`src/rtl/score_pkg.sv`:
```
// Shared types and constants for the score/level controller.
package score_pkg;

   typedef enum logic [1:0] {IDLE, PLAY, FLASH, ADVANCE} state_t;

   localparam int unsigned NUM_DOTS      = 32;
   localparam int unsigned FLASH_TICKS   = 8;
   localparam int unsigned LEVEL_MAX     = 15;
   localparam logic [15:0] SCORE_MAX_BCD = 16'h9990;

   function automatic logic [5:0] popcount(input logic [NUM_DOTS-1:0] v);
      logic [5:0] n;
      n = '0;
      for (int unsigned i = 0; i < NUM_DOTS; i++) n = n + 6'(v[i]);
      return n;
   endfunction

endpackage

```
`src/rtl/score_ctrl_if.sv`:
```
// Game-side signal bundle of score_ctrl: frame/dot inputs, score/level/status outputs.
interface score_ctrl_if;
   import score_pkg::*;

   logic                frame_tick;
   logic                game_start;
   logic [NUM_DOTS-1:0] dots_left;
   logic [15:0]         score_bcd;
   logic [3:0]          level;
   logic                level_clear;
   logic                flash;
   logic                dots_reset;
   logic                playing;

   modport master (
      output frame_tick, game_start, dots_left,
      input  score_bcd, level, level_clear, flash, dots_reset, playing
   );

   modport slave (
      input  frame_tick, game_start, dots_left,
      output score_bcd, level, level_clear, flash, dots_reset, playing
   );

endinterface

```
`src/rtl/score_ctrl_bcd_inc4.sv`:
```
// Adds 10 to a four-digit BCD score (tens digit, ripple to thousands), holding at the maximum.
module bcd_inc4
   import score_pkg::*;
(
   input  logic [15:0] din,
   output logic [15:0] dout
);

   logic [3:0] tens, hund, thou;

   always_comb begin
      tens = din[7:4];
      hund = din[11:8];
      thou = din[15:12];
      dout = din;
      if (din != SCORE_MAX_BCD) begin
         if (tens != 4'd9) begin
            tens = tens + 4'd1;
         end else begin
            tens = '0;
            if (hund != 4'd9) begin
               hund = hund + 4'd1;
            end else begin
               hund = '0;
               thou = thou + 4'd1;
            end
         end
         dout = {thou, hund, tens, 4'h0};
      end
   end

endmodule

```
`src/rtl/score_ctrl.sv`:
```
// Score/level controller: counts eaten dots into a BCD score and sequences play, flash and level advance.
module score_ctrl
   import score_pkg::*;
(
   input  logic         Clk,
   input  logic         Reset,
   score_ctrl_if.slave  bus
);

   state_t              state_q, state_nxt;
   logic [NUM_DOTS-1:0] prev_q;
   logic [5:0]          pending_q, pending_nxt;
   logic [2:0]          tick_q, tick_nxt;
   logic [15:0]         score_q, score_nxt, score_inc;
   logic [3:0]          level_q, level_nxt;
   logic                flash_q, flash_nxt;
   logic                level_clear_q, level_clear_nxt;
   logic                dots_reset_q, dots_reset_nxt;
   logic                playing_q, playing_nxt;
   logic [5:0]          pop;
   logic [6:0]          pend_sum;

   bcd_inc4 u_inc (.din(score_q), .dout(score_inc));

   assign pop = popcount(bus.dots_left & ~prev_q);

   always_comb begin
      state_nxt       = state_q;
      pending_nxt     = pending_q;
      tick_nxt        = tick_q;
      score_nxt       = score_q;
      level_nxt       = level_q;
      flash_nxt       = flash_q;
      level_clear_nxt = 1'b0;
      dots_reset_nxt  = 1'b0;

      pend_sum = {1'b0, pending_q} + ((state_q == PLAY) ? {1'b0, pop} : 7'd0);
      if (pend_sum != 7'd0) begin
         pending_nxt = 6'(pend_sum - 7'd1);
         score_nxt   = score_inc;
      end

      if (bus.game_start) begin
         state_nxt      = ADVANCE;
         pending_nxt    = '0;
         tick_nxt       = '0;
         score_nxt      = '0;
         level_nxt      = 4'd1;
         flash_nxt      = 1'b0;
         dots_reset_nxt = 1'b1;
      end else begin
         unique case (state_q)
            IDLE: ;
            // Level clears only once this cycle's new dots are also scored.
            PLAY: if (bus.dots_left == '1 && pend_sum == 7'd0) begin
               state_nxt       = FLASH;
               level_clear_nxt = 1'b1;
               flash_nxt       = 1'b1;
               tick_nxt        = '0;
            end
            FLASH: if (bus.frame_tick) begin
               if (tick_q == 3'(FLASH_TICKS - 1)) begin
                  state_nxt      = ADVANCE;
                  flash_nxt      = 1'b0;
                  dots_reset_nxt = 1'b1;
                  level_nxt      = (level_q == 4'(LEVEL_MAX)) ? level_q : level_q + 4'd1;
               end else begin
                  flash_nxt = ~flash_q;
                  tick_nxt  = tick_q + 3'd1;
               end
            end
            ADVANCE: if (bus.dots_left == '0) state_nxt = PLAY;
            default: state_nxt = IDLE;
         endcase
      end

      playing_nxt = (state_nxt == PLAY);
   end

   always_ff @(posedge Clk or negedge Reset) begin
      if (!Reset) begin
         state_q       <= IDLE;
         prev_q        <= '0;
         pending_q     <= '0;
         tick_q        <= '0;
         score_q       <= '0;
         level_q       <= '0;
         flash_q       <= 1'b0;
         level_clear_q <= 1'b0;
         dots_reset_q  <= 1'b0;
         playing_q     <= 1'b0;
      end else begin
         state_q       <= state_nxt;
         prev_q        <= bus.dots_left;
         pending_q     <= pending_nxt;
         tick_q        <= tick_nxt;
         score_q       <= score_nxt;
         level_q       <= level_nxt;
         flash_q       <= flash_nxt;
         level_clear_q <= level_clear_nxt;
         dots_reset_q  <= dots_reset_nxt;
         playing_q     <= playing_nxt;
      end
   end

   assign bus.score_bcd   = score_q;
   assign bus.level       = level_q;
   assign bus.flash       = flash_q;
   assign bus.level_clear = level_clear_q;
   assign bus.dots_reset  = dots_reset_q;
   assign bus.playing     = playing_q;

endmodule

```
`src/flat_wrapper.sv`:
```
// flat-port wrapper written by rule: the top's interface ports become plain ports
module score_ctrl_flat import score_pkg::*;
  (Clk, Reset, bus_frame_tick, bus_game_start, bus_dots_left, bus_score_bcd, bus_level, bus_level_clear, bus_flash, bus_dots_reset, bus_playing);
  score_ctrl_if bus_i ();
  input  logic Clk;
  input  logic Reset;
  input wire logic [$bits(bus_i.frame_tick)-1:0] bus_frame_tick;
  input wire logic [$bits(bus_i.game_start)-1:0] bus_game_start;
  input wire logic [$bits(bus_i.dots_left)-1:0] bus_dots_left;
  output wire logic [$bits(bus_i.score_bcd)-1:0] bus_score_bcd;
  output wire logic [$bits(bus_i.level)-1:0] bus_level;
  output wire logic [$bits(bus_i.level_clear)-1:0] bus_level_clear;
  output wire logic [$bits(bus_i.flash)-1:0] bus_flash;
  output wire logic [$bits(bus_i.dots_reset)-1:0] bus_dots_reset;
  output wire logic [$bits(bus_i.playing)-1:0] bus_playing;
  assign bus_i.frame_tick = bus_frame_tick;
  assign bus_i.game_start = bus_game_start;
  assign bus_i.dots_left = bus_dots_left;
  assign bus_score_bcd = bus_i.score_bcd;
  assign bus_level = bus_i.level;
  assign bus_level_clear = bus_i.level_clear;
  assign bus_flash = bus_i.flash;
  assign bus_dots_reset = bus_i.dots_reset;
  assign bus_playing = bus_i.playing;
  score_ctrl u_core (.Clk(Clk), .Reset(Reset), .bus(bus_i));
endmodule
```
`config.mk`:
```
export PLATFORM = sky130hd
export DESIGN_NAME = score_ctrl_flat
export DESIGN_NICKNAME = d
export VERILOG_FILES = /design/src/rtl/score_pkg.sv /design/src/rtl/score_ctrl_if.sv /design/src/rtl/score_ctrl_bcd_inc4.sv /design/src/rtl/score_ctrl.sv /design/src/flat_wrapper.sv
export SDC_FILE = /design/constraint.sdc
export NUM_CORES = 1
export LEC_CHECK = 0
export ABC_AREA = 1
export CAP_MARGIN = 20
export CORE_ASPECT_RATIO = 1.2
export CORE_MARGIN = 1.5
export CORE_UTILIZATION = 55
export DETAILED_ROUTE_END_ITERATION = 6
export PLACE_DENSITY_LB_ADDON = 0.25
export SYNTH_ARGS = -nofsm -noshare
export SYNTH_HDL_FRONTEND = slang
export SYNTH_SLANG_ARGS = --single-unit
```
`constraint.sdc`:
```
create_clock -name Clk -period 13.4 [get_ports Clk]
set_clock_uncertainty 0.1 [all_clocks]
set_input_delay 2.68 -clock Clk [delete_from_list [all_inputs] [get_ports Clk]]
set_output_delay 2.68 -clock Clk [all_outputs]
set_load 0.005 [all_outputs]
```
==> impl_metrics.json <==
{
  "status": "completed",
  "fill_cells": 600,
  "min_path_cells": 2,
  "synth.mux.area_fraction_pct": 0,
  "syn_area_um2": 4110,
  "drt_wl_total_um": 8750,
  "pwr_density_cell_nw_per_um2": 148,
  "postCtsHoldBufs": 0,
  "synth_cells": 487,
  "place.gp.congestion": 0.852,
  "grt_pass1_vias": 3393,
  "rsz0062_at_grt": "no",
  "cpMaxStageDelayCell": "fa_1",
  "initialDrtViolationCount": 91,
  "rows": 34,
  "cp.arrival_ps": 9890,
  "track_usage_pct": 24.4,
  "crit_fanout": 14,
  "insertion_delay_ps": 350,
  "fmax_ghz": 0.103,
  "initial_core_util_pct": 56.9,
  "diodes": 0,
  "clkPwrFrac_pct": 22.6,
  "dr.pass1.iters": 4,
  "dieWidth_um": 81.9,
  "ys.warnings.count": 0,
  "pin_count": 60,
  "finalSetupViolations": 0,
  "p_sw_uw": 287,
  "hpwl_um": 6880,
  "hold_viol_final": 0,
  "sw_frac_of_total_pct": 39.4,
  "synth_compound_area_share_pct": 3.47,
  "fin_nets": 636,
  "p_int_uw": 443,
  "cts_root_buf": "clkbuf_8",
  "drt-wirelength-per-cell_um": 13.6,
  "cts_tree": "yes",
  "cts.path.max_buffers": 2,
  "leakagePower_nw": 2.47,
  "die_y_um": 97.7,
  "hold_class": "reg -> reg",
  "cts_setup_buffers": 0,
  "drcViolationCount": 0,
  "syn2layout_area_growth_pct": 20.0,
  "ir_drop_mv": 0.0895,
  "vias_per_cell": 5.20,
  "critPathKind": "in -> reg",
  "cts_made_buffers": 9,
  "core_um2": 7230,
  "grt_first_pass_wirelength_um": 14900,
  "ys_ff_latch": 63,
  "end_kind": "flop",
  "ctsHtreeMaxLevel": 3,
  "synth_xor_area_share_pct": 2.49,
  "fin_tns_setup_ps": 0,
  "portBuffers": 55,
  "finalCriticalPeriod_ps": 9730,
  "p_comb_share_pct": 45.0,
  "slew_viol_final": 0,
  "vias": 3351,
  "avgSynthCellArea_um2": 8.44,
  "seq_power_share_pct": 32.3,
  "tightestPinTransition_ps": 783,
  "cts_resized": 0,
  "cp_slowest_stage_delay_ps": 550,
  "cts_sinks": 63,
  "grt_max_degree": 64,
  "synth_seq_area_share_pct": 38.3,
  "worst_hold_slack_ps": 389,
  "synth_top_area_share_pct": 38.3,
  "reg2regPathDepth": 32,
  "overflow": 0,
  "slew-limit-headroom_pct": 47.8,
  "required_ps": 13560,
  "synth-adder-area-share_pct": 19.8,
  "die_area_um2": 8010,
  "final_antenna_net_count": 0,
  "ys_top_cells_by_area": "dfrtp_1 38%, fa_1 12%, inv_1 8.5%, ha_1 7.6%, nand2_1 7.6%",
  "synth_top_family_by_area": "simple AND/OR/NAND/NOR gates",
  "period_share_pct": 72.6,
  "yosysTopAreaCell": "dfrtp_1",
  "antenna_found_initial": 0,
  "crit_path_start_kind": "input pin",
  "synth.distinct_cells": 31,
  "drive_gt1_share_pct": 7.57,
  "synth_simple_gate_area_share_pct": 25.9,
  "cap_violations": 0,
  "path_clk_slew_ps": 70,
  "crit_top_cell": "fa_1"
}
[per-stage QoR]
| stage | total power, mW | area, µm² | std cells | setup WS, ps | util [%] |
|---|---|---|---|---|---|
| 2_1_floorplan | 0.467 | 4120 | 490 | 4320 | - |
| 3_3_place_gp | 0.554 | 4740 | 629 | 3420 | 65.6 |
| 3_5_place_dp | 0.565 | 4740 | 629 | 3260 | 65.6 |
| 4_1_cts | 0.737 | 4940 | 645 | 3640 | 68.3 |
| 5_1_grt | 0.799 | 4940 | 645 | 3190 | 68.3 |
| 6_report | 0.730 | 4940 | 645 | 3670 | 68.3 |
[power by group through the flow]
stage,logic (mW),registers (mW),clock network (mW)
floorplan,0.233,0.234,0
global placement,0.316,0.238,0
detailed placement,0.327,0.239,0
CTS,0.333,0.236,0.168
global route,0.384,0.240,0.175
finish,0.329,0.236,0.165
[worst max-delay path: cells and delay by family]
family	cells	cell delay, ps
fa+ha+maj	10	4520
simple gates	15	1540
buf+inv	7	900
xor+xnor	1	170
compound gates	1	70
[registers in the layout (all words and copies together), names as in the netlist]
signal,count
u_core.bus.level_clear,1
u_core.tick_q,3
u_core.bus.playing,1
u_core.bus.score_bcd,12
u_core.bus.flash,1
u_core.pending_q,6
u_core.bus.dots_reset,1
u_core.bus.level,4
u_core.state_q,2
u_core.prev_q,32
[cell usage after synthesis (all sizes together)]
master  count
a21oi       7
a31oi       1
buf         5
clkbuf      2
conb        1
dfrtp      63
fa         25
ha         25
inv        96
nand2      89
nand3      25
nand3b      2
nand4      22
nor2       64
nor3       11
nor3b       3
nor4        7
o21ai      17
o22ai       1
or2        11
xnor2       1
xor2        9
[final timing paths]
kind / start / end / slack [ps]
max: bus_dots_left[0] / u_core.bus.score_bcd[4]$_DFFE_PN0P_ / 3670
min: u_core.tick_q[2]$_DFFE_PN0P_ / u_core.tick_q[2]$_DFFE_PN0P_ / 390
max reg2reg: u_core.prev_q[0]$_DFF_PN0_ / u_core.bus.score_bcd[4]$_DFFE_PN0P_ / 6210
min reg2reg: u_core.tick_q[2]$_DFFE_PN0P_ / u_core.tick_q[2]$_DFFE_PN0P_ / 390
max in group asynchronous: Reset / u_core.state_q[0]$_DFF_PN0_ / 10290
min in group asynchronous: Reset / u_core.prev_q[16]$_DFF_PN0_ / 2400
[routing by layer]
metal  vias to the layer above  part of all wire (%)  global-route usage [%]
li1                       1643                     -                       -
met1                      1620                    40                    28.3
met2                        74                    53                    43.6
met3                        14                   4.6                    3.57
met4                         0                   2.1                    10.2
met5                         -                     0                       0
[cells in the final DEF (no fill, tap or decap), drive strengths merged]
cell type,n
nor4,7
a21oi,7
clkinv,3
o21ai,17
o22ai,1
clkinvlp,2
nor3,11
clkbuf,9
conb,4
xor2,9
xnor2,1
nor2,64
inv,97
ha,25
nand4,22
a31oi,1
fa,25
nand3b,2
nand3,25
nor3b,3
nand2,89
buf,2
bufinv,1
or2,11
clkdlybuf4s50,54
dfrtp,63
[final cells by class]
cell class                 count  area [µm²]  share of cell area (%)
timing repair buffer          56         553                    11.2
inverter                      96         360                    7.30
tap                           90         113                    2.28
multi-input combinational    324        2140                    43.3
sequential                    63        1580                    31.9
clock buffer                   9         124                    2.51
clock inverter                 7        72.6                    1.47
[cells by family (layout without fill, tap and decap cells)]
logic type	Yosys count	after routing
AOI/OAI and AO/OA	26	26
xor gates and xnor gates	10	10
adders and majority gates	50	50
buffers and inverters	103	168
DFF	63	63
other	1	4
and+or+nand+nor	234	234
(Power assumes the default switching activity.)
